`config.mk`:
```
export PLATFORM = sky130hd
export DESIGN_NAME = multicycle_seq
export DESIGN_NICKNAME = d
export VERILOG_FILES = /design/src/rtl/multicycle_seq.sv
export SDC_FILE = /design/constraint.sdc
export NUM_CORES = 1
export LEC_CHECK = 0
export ABC_AREA = 0
export CORE_MARGIN = 5
export CORE_UTILIZATION = 51
export CTS_CLUSTER_DIAMETER = 40
export CTS_CLUSTER_SIZE = 12
export DETAILED_ROUTE_END_ITERATION = 16
export GPL_TIMING_DRIVEN = 0
export PLACE_DENSITY = 0.84
export SLEW_MARGIN = 20
export SYNTH_ARGS = -nofsm -noshare
export SYNTH_HDL_FRONTEND = slang
export SYNTH_SLANG_ARGS = --single-unit
```
`constraint.sdc`:
```
create_clock -name clk -period 3.51 [get_ports clk]
set_input_delay 0.702 -clock clk [delete_from_list [all_inputs] [get_ports clk]]
set_output_delay 0.702 -clock clk [all_outputs]
set_load 0.01 [all_outputs]
```
`src/rtl/multicycle_seq.sv`:
```
// Multicycle instruction sequencer: FETCH/DECODE/EXEC/MEM/WB control FSM with retire counter.
// Define ILLEGAL_TRAP_EN to halt in TRAP on undefined opcodes; otherwise they retire as NOPs.
module multicycle_seq (
  input  logic       clk,
  input  logic       rst,
  input  logic [2:0] opcode,
  input  logic       mem_ready,
  output logic       pc_write,
  output logic       ir_write,
  output logic       mem_read,
  output logic       mem_write,
  output logic       reg_write,
  output logic       alu_src,
  output logic       mem_to_reg,
  output logic       jump,
  output logic       instr_done,
  output logic [7:0] retired,
  output logic       trap,
  output logic [2:0] state
);

  typedef enum logic [2:0] {
    StFetch  = 3'd0,
    StDecode = 3'd1,
    StExec   = 3'd2,
    StMem    = 3'd3,
    StWb     = 3'd4,
    StTrap   = 3'd5
  } seqState;

  localparam logic [2:0] OpLw     = 3'b000;
  localparam logic [2:0] OpSw     = 3'b001;
  localparam logic [2:0] OpJmp    = 3'b010;
  localparam logic [2:0] OpRtype  = 3'b011;
  localparam logic [2:0] OpAddi   = 3'b100;
  localparam logic [2:0] OpRtype2 = 3'b101;

  seqState    curState;
  logic [2:0] opReg;
  logic [7:0] retiredCnt;

  always_ff @(posedge clk) begin
    if (rst) begin
      curState   <= StFetch;
      opReg      <= 3'b000;
      retiredCnt <= 8'd0;
    end else begin
      if (instr_done) begin
        retiredCnt <= retiredCnt + 8'd1;
      end
      case (curState)
        StFetch: begin
          if (mem_ready) begin
            curState <= StDecode;
          end
        end
        StDecode: begin
          opReg    <= opcode;
          curState <= StExec;
        end
        StExec: begin
          case (opReg)
            OpJmp:                     curState <= StFetch;
            OpLw, OpSw:                curState <= StMem;
            OpRtype, OpAddi, OpRtype2: curState <= StWb;
            default: begin
`ifdef ILLEGAL_TRAP_EN
              curState <= StTrap;
`else
              curState <= StFetch;
`endif
            end
          endcase
        end
        StMem: begin
          if (mem_ready) begin
            curState <= (opReg == OpLw) ? StWb : StFetch;
          end
        end
        StWb:    curState <= StFetch;
        StTrap:  curState <= StTrap;
        default: curState <= StFetch;
      endcase
    end
  end

  // Strobes are forced low while rst is high so a reset mid-access never completes it.
  always_comb begin
    pc_write   = 1'b0;
    ir_write   = 1'b0;
    mem_read   = 1'b0;
    mem_write  = 1'b0;
    reg_write  = 1'b0;
    alu_src    = 1'b0;
    mem_to_reg = 1'b0;
    jump       = 1'b0;
    instr_done = 1'b0;
    if (!rst) begin
      case (curState)
        StFetch: begin
          mem_read = 1'b1;
          if (mem_ready) begin
            ir_write = 1'b1;
            pc_write = 1'b1;
          end
        end
        StExec: begin
          alu_src = (opReg == OpLw) || (opReg == OpSw) || (opReg == OpAddi);
          case (opReg)
            OpJmp: begin
              pc_write   = 1'b1;
              jump       = 1'b1;
              instr_done = 1'b1;
            end
            OpLw, OpSw, OpRtype, OpAddi, OpRtype2: ;
            default: begin
`ifdef ILLEGAL_TRAP_EN
              instr_done = 1'b0;
`else
              instr_done = 1'b1;
`endif
            end
          endcase
        end
        StMem: begin
          if (opReg == OpLw) begin
            mem_read = 1'b1;
            alu_src  = 1'b1;
          end else if (opReg == OpSw) begin
            mem_write  = 1'b1;
            alu_src    = 1'b1;
            instr_done = mem_ready;
          end
        end
        StWb: begin
          reg_write  = 1'b1;
          instr_done = 1'b1;
          mem_to_reg = (opReg == OpLw);
          alu_src    = (opReg == OpAddi);
        end
        default: ;
      endcase
    end
  end

`ifdef ILLEGAL_TRAP_EN
  assign trap = (curState == StTrap);
`else
  assign trap = 1'b0;
`endif

  assign retired = retiredCnt;
  assign state   = curState;

endmodule

```
# Word level (Yosys, flattened, before mapping)
# Cells that the tools add are included.
# totals
register_bits	14
out_inout_bits	21
# classes
add_sub_neg	1
eq_ne	12
n_mux	32
reduce_logical	8
# ops
op	n
2-to-1 mux 1 bit	23
one-hot mux 3 bit (5 select lines)	1
equality test 3 x 2 -> 1 bit, second input constant	4
equality test 3 bit, second input constant	4
2-to-1 mux 3 bit	3
adder 8 x 1 -> 8 bit, second input constant	1
equality test 3 x 1 -> 1 bit, second input constant	2
zero test 3 bit	2
one-hot mux 1 bit (3 select lines)	2
one-hot mux 3 bit (2 select lines)	1
OR reduction 5 bit	1
!= test 2 bit, second input constant	2
one-hot mux 1 bit (2 select lines)	2
OR reduction 3 bit	1
logical OR 1 bit	2
AND reduction 2 bit	1
OR reduction 2 bit	1

# Depth between registers and ports, before layout
# Gate-level depths: netlist of the first run.
# logic_depth
word_depth	5
mapped_depth	6
ltp_nobuf	5

# Worst setup path before layout of the first run
# Ideal clock, no wire load.
# synth_path
path_kind	input -> output
from	in rst
to	out pc_write
t_arrival_ns	1.899
slack_ns	0.909
path_stages	4
n_path_buf	1
cell_sequence	clkbuf_1 > or2_2 > nor4_1 > or2_2
# synth_via
elab_chain_cells	1
# synth_rtl
item	line_no	text
start, declared	5	input logic rst,
2-to-1 mux 1 bit	98	if (!rst) begin
end, declared	8	output logic pc_write,
# Every way passes these cells.

# Final worst setup path of the first run
# layout_path
from	in mem_ready
to	out instr_done
# layout_via
elab_chain_cells	4
# layout_rtl
item	line_no	text
start, declared	7	input logic mem_ready,
2-to-1 mux 1 bit	129	end else if (opReg == OpSw) begin
2-to-1 mux 1 bit	126	if (opReg == OpLw) begin
one-hot mux 1 bit (3 select lines)	99	case (curState)
2-to-1 mux 1 bit	98	
end, declared	16	output logic instr_done,
# Every way passes these cells.

==> flow_summary.toml, run 1 <==
[yosys]
synthArstFlopShare_pct = 0
synth_top_family_by_area = "simple AND/OR/NAND/NOR gates"
synth_area_leaders = "dfxtp_1 28%, a21oi_1 6.1%, nor2_1 4.9%"
synth-compound-area-share_pct = 21.87
synth_edf_count = 0
ys_ff_latch = 14
ys.flop_type = "dfxtp_1"
seq_area_frac_synth_pct = 28.32
synth-xor-area-share_pct = 0
yosys.area_share.adder_pct = 1.264
syn_area_um2 = 989.7
syn_inst = 125
avgSynthCellArea_um2 = 7.918
synth_top_area_share_pct = 28.32
ys_warn_count = 0
synth_nets = 132
yosys.cell_types.count = 44
synth_mux_area_share_pct = 3.034
synth_top_area_cell = "dfxtp_1"
yosys.area_share.simple_pct = 37.67

[critical_path]
cp.required_ps = 2810
critPathCaptureType = "output pin"
cp-start-kind = "primary input"
worstSetupPathType = "primary input to output pin"
crit_path_max_fanout = 9
cp_data_arrival_time_ps = 2660

[cells_and_area]
fin_area_mm2 = 0.001300
antennaDiodeCount = 0
nets = 161
drive_above_1_share_pct = 12.42
syn_to_final_growth_pct = 31.35
final_cells = 180

[clocking]
cts.root.buffer_cell = "clkbuf_4"
cts_max_level = 1
numCtsBuffers = 3
postCtsSetupBuffers = 0
worstSkewPairLatency_ps = 270
cts.path.max_buffers = 2
path_clk_slew_ps = 80
post_cts_resized = 0
holdBufCountCts = 0
clkSinkCount = 14
cts_tree = "built"

[sta]
tns_ps = 0
hold_violations = 0
finalSetupViolations = 0
worst_clock_skew_ps = 11.33
fmax_ghz = 0.2975
fin_crit_ps = 3361
hold_slack_ps = 510.7
slew_violations = 0
min_period_over_period_pct = 95.77
rsz0062_at_grt = "false"

[floorplan]
design.die.area_mm2 = 0.002921
coreArea_mm2 = 0.001902
die_w_um = 54.05
io_pins = 27
num_rows = 16
die_h_um = 54.05
start_util_pct = 52.04

[place]
dpl-instance-area_mm2 = 0.001264
dp.cells = 176
gp_congestion = 0.9291
dp.final_hpwl_mm = 1.857
portBuffers = 24

[grt]
grt_start_max_net_pins = 11
grt_util_all_layers_pct = 19.00
grt_pass1_vias = 993
grt_overflow = 0
grt_first_pass_wirelength_mm = 4.222
grt_antenna_before_repair = 0

[route]
drc = 0
ant_nets = 0
viasPerCell = 5.678
routedWlPerCell_um = 13.73
drtIter0Drc = 32
vias = 1022
drtPass1Iterations = 4
wirelength_mm = 2.472

[job]
cap_violations = 0

[min_path]
hp-class = "flip-flop to flip-flop"

[run_status]
outcome = "finished, final reports clean"

[power_and_ir_drop]
p_total_uw = 473.8
p_per_area_mw_per_mm2 = 364.5
ir_drop_v = 0.0002777
leakage_nw = 0.4991
-- flip-flops by register name, indices dropped and copies added (netlist names) --
name     flops
retired      8
opReg        3
state        3
-- kinds of logic (layout without fill, tap and decap cells) --
family | after synthesis | count (layout)
other | 1 | 1
AND/OR/NAND/NOR | 61 | 61
flip-flops | 14 | 14
multiplexers | 3 | 3
buffers and inverters | 14 | 42
adder cells (fa/ha/maj) | 1 | 1
AO/OA/AOI/OAI | 31 | 31
-- critical path, cell delays in order --
cell,delay (ps)
clkdlybuf4s50_1,610
nor3b_4,370
nand2_4,130
and2_1,210
nor2_1,90
clkdlybuf4s50_1,540
-- area by class of cell --
type                            count  area, um^2
Timing Repair Buffer               24       240.2
Fill cell                         167       601.8
Inverter                            5       18.77
Clock buffer                        4       36.28
Tap cell                           27       33.78
Buffer                              9       55.05
Sequential cell                    14       280.3
Multi-Input combinational cell     97       635.6
-- cell usage in the layout (no fill, tap or decap), types with 2 or more instances in the layout --
cell type and instances:
a2111oi_0 2, a211o_1 2, a21oi_1 12, and2_1 3
and3_1 4, buf_2 2, buf_4 3, clkbuf_1 3
clkbuf_4 3, clkdlybuf4s50_1 24, dfxtp_1 14, inv_1 5
mux2i_1 3, nand2_1 9, nand2b_1 4, nand3_1 3
nand4_1 5, nor2_1 13, nor3_1 2, nor3b_1 2
nor3b_2 2, nor4_1 2, nor4b_1 2, o211ai_1 3
o21ai_0 3, or2_2 2
-- synth_stat cells (3+ instances only) --
master / instances
clkbuf_1: 3
o21ai_0: 3
and3_1: 4
nand2_1: 9
and2_1: 3
a21oi_1: 12
nand2b_1: 4
o211ai_1: 3
inv_1: 5
nor2_1: 13
dfxtp_1: 14
mux2i_1: 3
nand3_1: 3
nand4_1: 5
buf_4: 3
-- stage by stage --
| step | utilization, % | worst slack [ps] |
|---|---|---|
| 2_1_floorplan | - | 909.5 |
| 3_3_place_gp | 66.45 | 194.2 |
| 3_5_place_dp | 66.45 | 169.3 |
| 4_1_cts | 68.36 | 166.1 |
| 5_1_grt | 68.36 | 41.75 |
| 6_report | 68.36 | 148.6 |
-- routing by layer --
metal	share of wire [%]	GRT usage, %	routed length, um
met1	45	22.73	1103
met4	0	3.320	0
met5	0	0	0
met2	51	35.08	1253
met3	4.7	3.601	115
-- path summary, 6_finish.rpt --
path                                 start    endpoint  slack (ps)  cells after the start
worst max register to register    state[2]  retired[5]        1860                      5
worst max-delay path             mem_ready  instr_done         150                      6
worst min register to register  retired[1]  retired[1]         510                      2
worst min-delay path            retired[1]  retired[1]         510                      2
-- where the power goes --
part           internal, mW  switching (mW)  total [mW]  leakage (nW)
Clock                0.0629          0.0522       0.115        0.0210
Sequential            0.177          0.0241       0.201         0.114
Combinational        0.0808          0.0764       0.157         0.364
Power figures use the tool's default switching activity.
==> run 2: changes to the inputs <==
ABC_AREA = not set   (was 0)
==> results of run 2 <==
Same layout as run 1: the final DEF is identical, and so are final timing and power.
==> run 3: changes to the inputs <==
REMOVE_ABC_BUFFERS = 1   (was not set)
==> flow_summary.toml, run 3 (synthesis results as in run 1) <==
[run_status]
outcome = "finished, final reports clean"

[sta]
fin_crit_ps = 3408
hold_slack_ps = 515.4
finalSetupViolations = 0
relSlewSlack_pct = 55.87
worst_slack_ps = 102.3
worst_clock_skew_ps = 0.3669
hold_violations = 0
tightest_slew_ps = 661.9
fmax_ghz = 0.2935
rsz0062_at_grt = "false"
slew_violations = 0
min_period_over_period_pct = 97.09

[cells_and_area]
fillers = 179
drive_above_1_share_pct = 8.333
final_common_cell = "clkdlybuf4s50_1"
final_cells = 171
nets = 153
fin_area_mm2 = 0.001240
layout_common_cells = "24 x clkdlybuf4s50_1, 14 x dfxtp_1, 13 x nor2_1"
seqCellArea_um2 = 280.3
post-route-util_pct = 65.20
multi_input_area_um2 = 635.6
syn_to_final_growth_pct = 25.28
antennaDiodeCount = 0
largest_reg_flops = 8

[grt]
grt_first_pass_wirelength_mm = 4.022
grt_start_max_net_pins = 20
grt_pass1_vias = 937
grt_overflow = 0
grt_antenna_before_repair = 0
grt_util_all_layers_pct = 18.32

[clocking]
holdBufCountCts = 0
path_clk_slew_ps = 90
cts.path.max_buffers = 2
cts.root.buffer_cell = "clkbuf_4"
post_cts_resized = 1
clkSinkCount = 14
numCtsBuffers = 3
cts_max_level = 1
worstSkewPairLatency_ps = 280
postCtsSetupBuffers = 0
cts_tree = "built"

[power_and_ir_drop]
pwr-share-clk_pct = 21.4
ir_drop_v = 0.0002166
cellInternalPower_uw = 291.7
switching_power_uw = 153.1
swShare_pct = 34.43
leakage_nw = 0.4623
p_per_area_mw_per_mm2 = 358.7
pwr-share-seq_pct = 47.5
p_comb_share_pct = 31.1

[floorplan]
coreArea_mm2 = 0.001902
start_util_pct = 52.04
design.die.area_mm2 = 0.002921
die_h_um = 54.05
io_pins = 27
num_rows = 16
die_w_um = 54.05

[place]
dpl-instance-area_mm2 = 0.001219
dp_slack_ps = -204.9
portBuffers = 25
dp.final_hpwl_mm = 1.726
dp.cells = 168
gp_congestion = 0.8634

[critical_path]
crit_path_max_fanout = 19
cp.required_ps = 2810
critPathCaptureType = "output pin"
worstSetupPathType = "primary input to output pin"
cp-start-kind = "primary input"
cp_data_arrival_time_ps = 2710

[route]
viasPerCell = 5.906
routedWlPerCell_um = 14.20
ant_nets = 0
vias = 1010
wirelength_mm = 2.428
drtPass1Iterations = 4
drc = 0
drtIter0Drc = 35

[min_path]
hp-class = "flip-flop to flip-flop"

[job]
cap_violations = 0
[run 3: changes by cell type in the layout (fill, tap and decap cells not counted), sizes merged]
cell	previous run	this run
dlygate4sd2	0	1
buf	6	0
clkbuf	7	3
[run 3: through the flow]
stage	TNS (ps)	total power, mW
after floorplan	0	0.2844
after CTS	0	0.4463
after global placement	-425.6	0.3472
final	0	0.4448
after detailed placement	-459.3	0.3524
after global routing	0	0.4678
[run 3: worst max-delay path: stages]
cell	delay (ps)
dlygate4sd2_1	450
or2_2	420
nor4_1	420
or2_2	190
clkdlybuf4s50_1	520
[run 3: area by class of cell]
class / instances / share of cell area [%]
repair buffers: 25 / 20.08
well taps: 27 / 2.725
inverters: 5 / 1.514
flip-flops and latches: 14 / 22.60
clock buffers: 3 / 1.816
multi-input cells: 97 / 51.26
[run 3: final timing paths]
kind	from	end	slack [ps]	cells after the start
setup / recovery	rst	pc_write	100	5
hold / removal	retired[1]	retired[1]	520	2
setup reg to reg	state[0]	retired[7]	1550	4
hold reg to reg	retired[1]	retired[1]	520	2
[run 3: power by group through the flow]
stage          Clock (mW)  Sequential (mW)  Combinational (mW)
6_report           0.0951            0.211               0.138
5_1_grt             0.103            0.215               0.150
4_1_cts            0.0973            0.210               0.139
3_5_place_dp            0            0.214               0.138
3_3_place_gp            0            0.213               0.134
2_1_floorplan           0            0.215              0.0698
[run 3: layer usage]
layer	vias up	global-route usage [%]	routed length, um
met3	2	2.216	68
met5	-	0	0
met2	19	28.83	1176
met1	487	24.29	1159
met4	0	9.544	23
li1	502	-	-
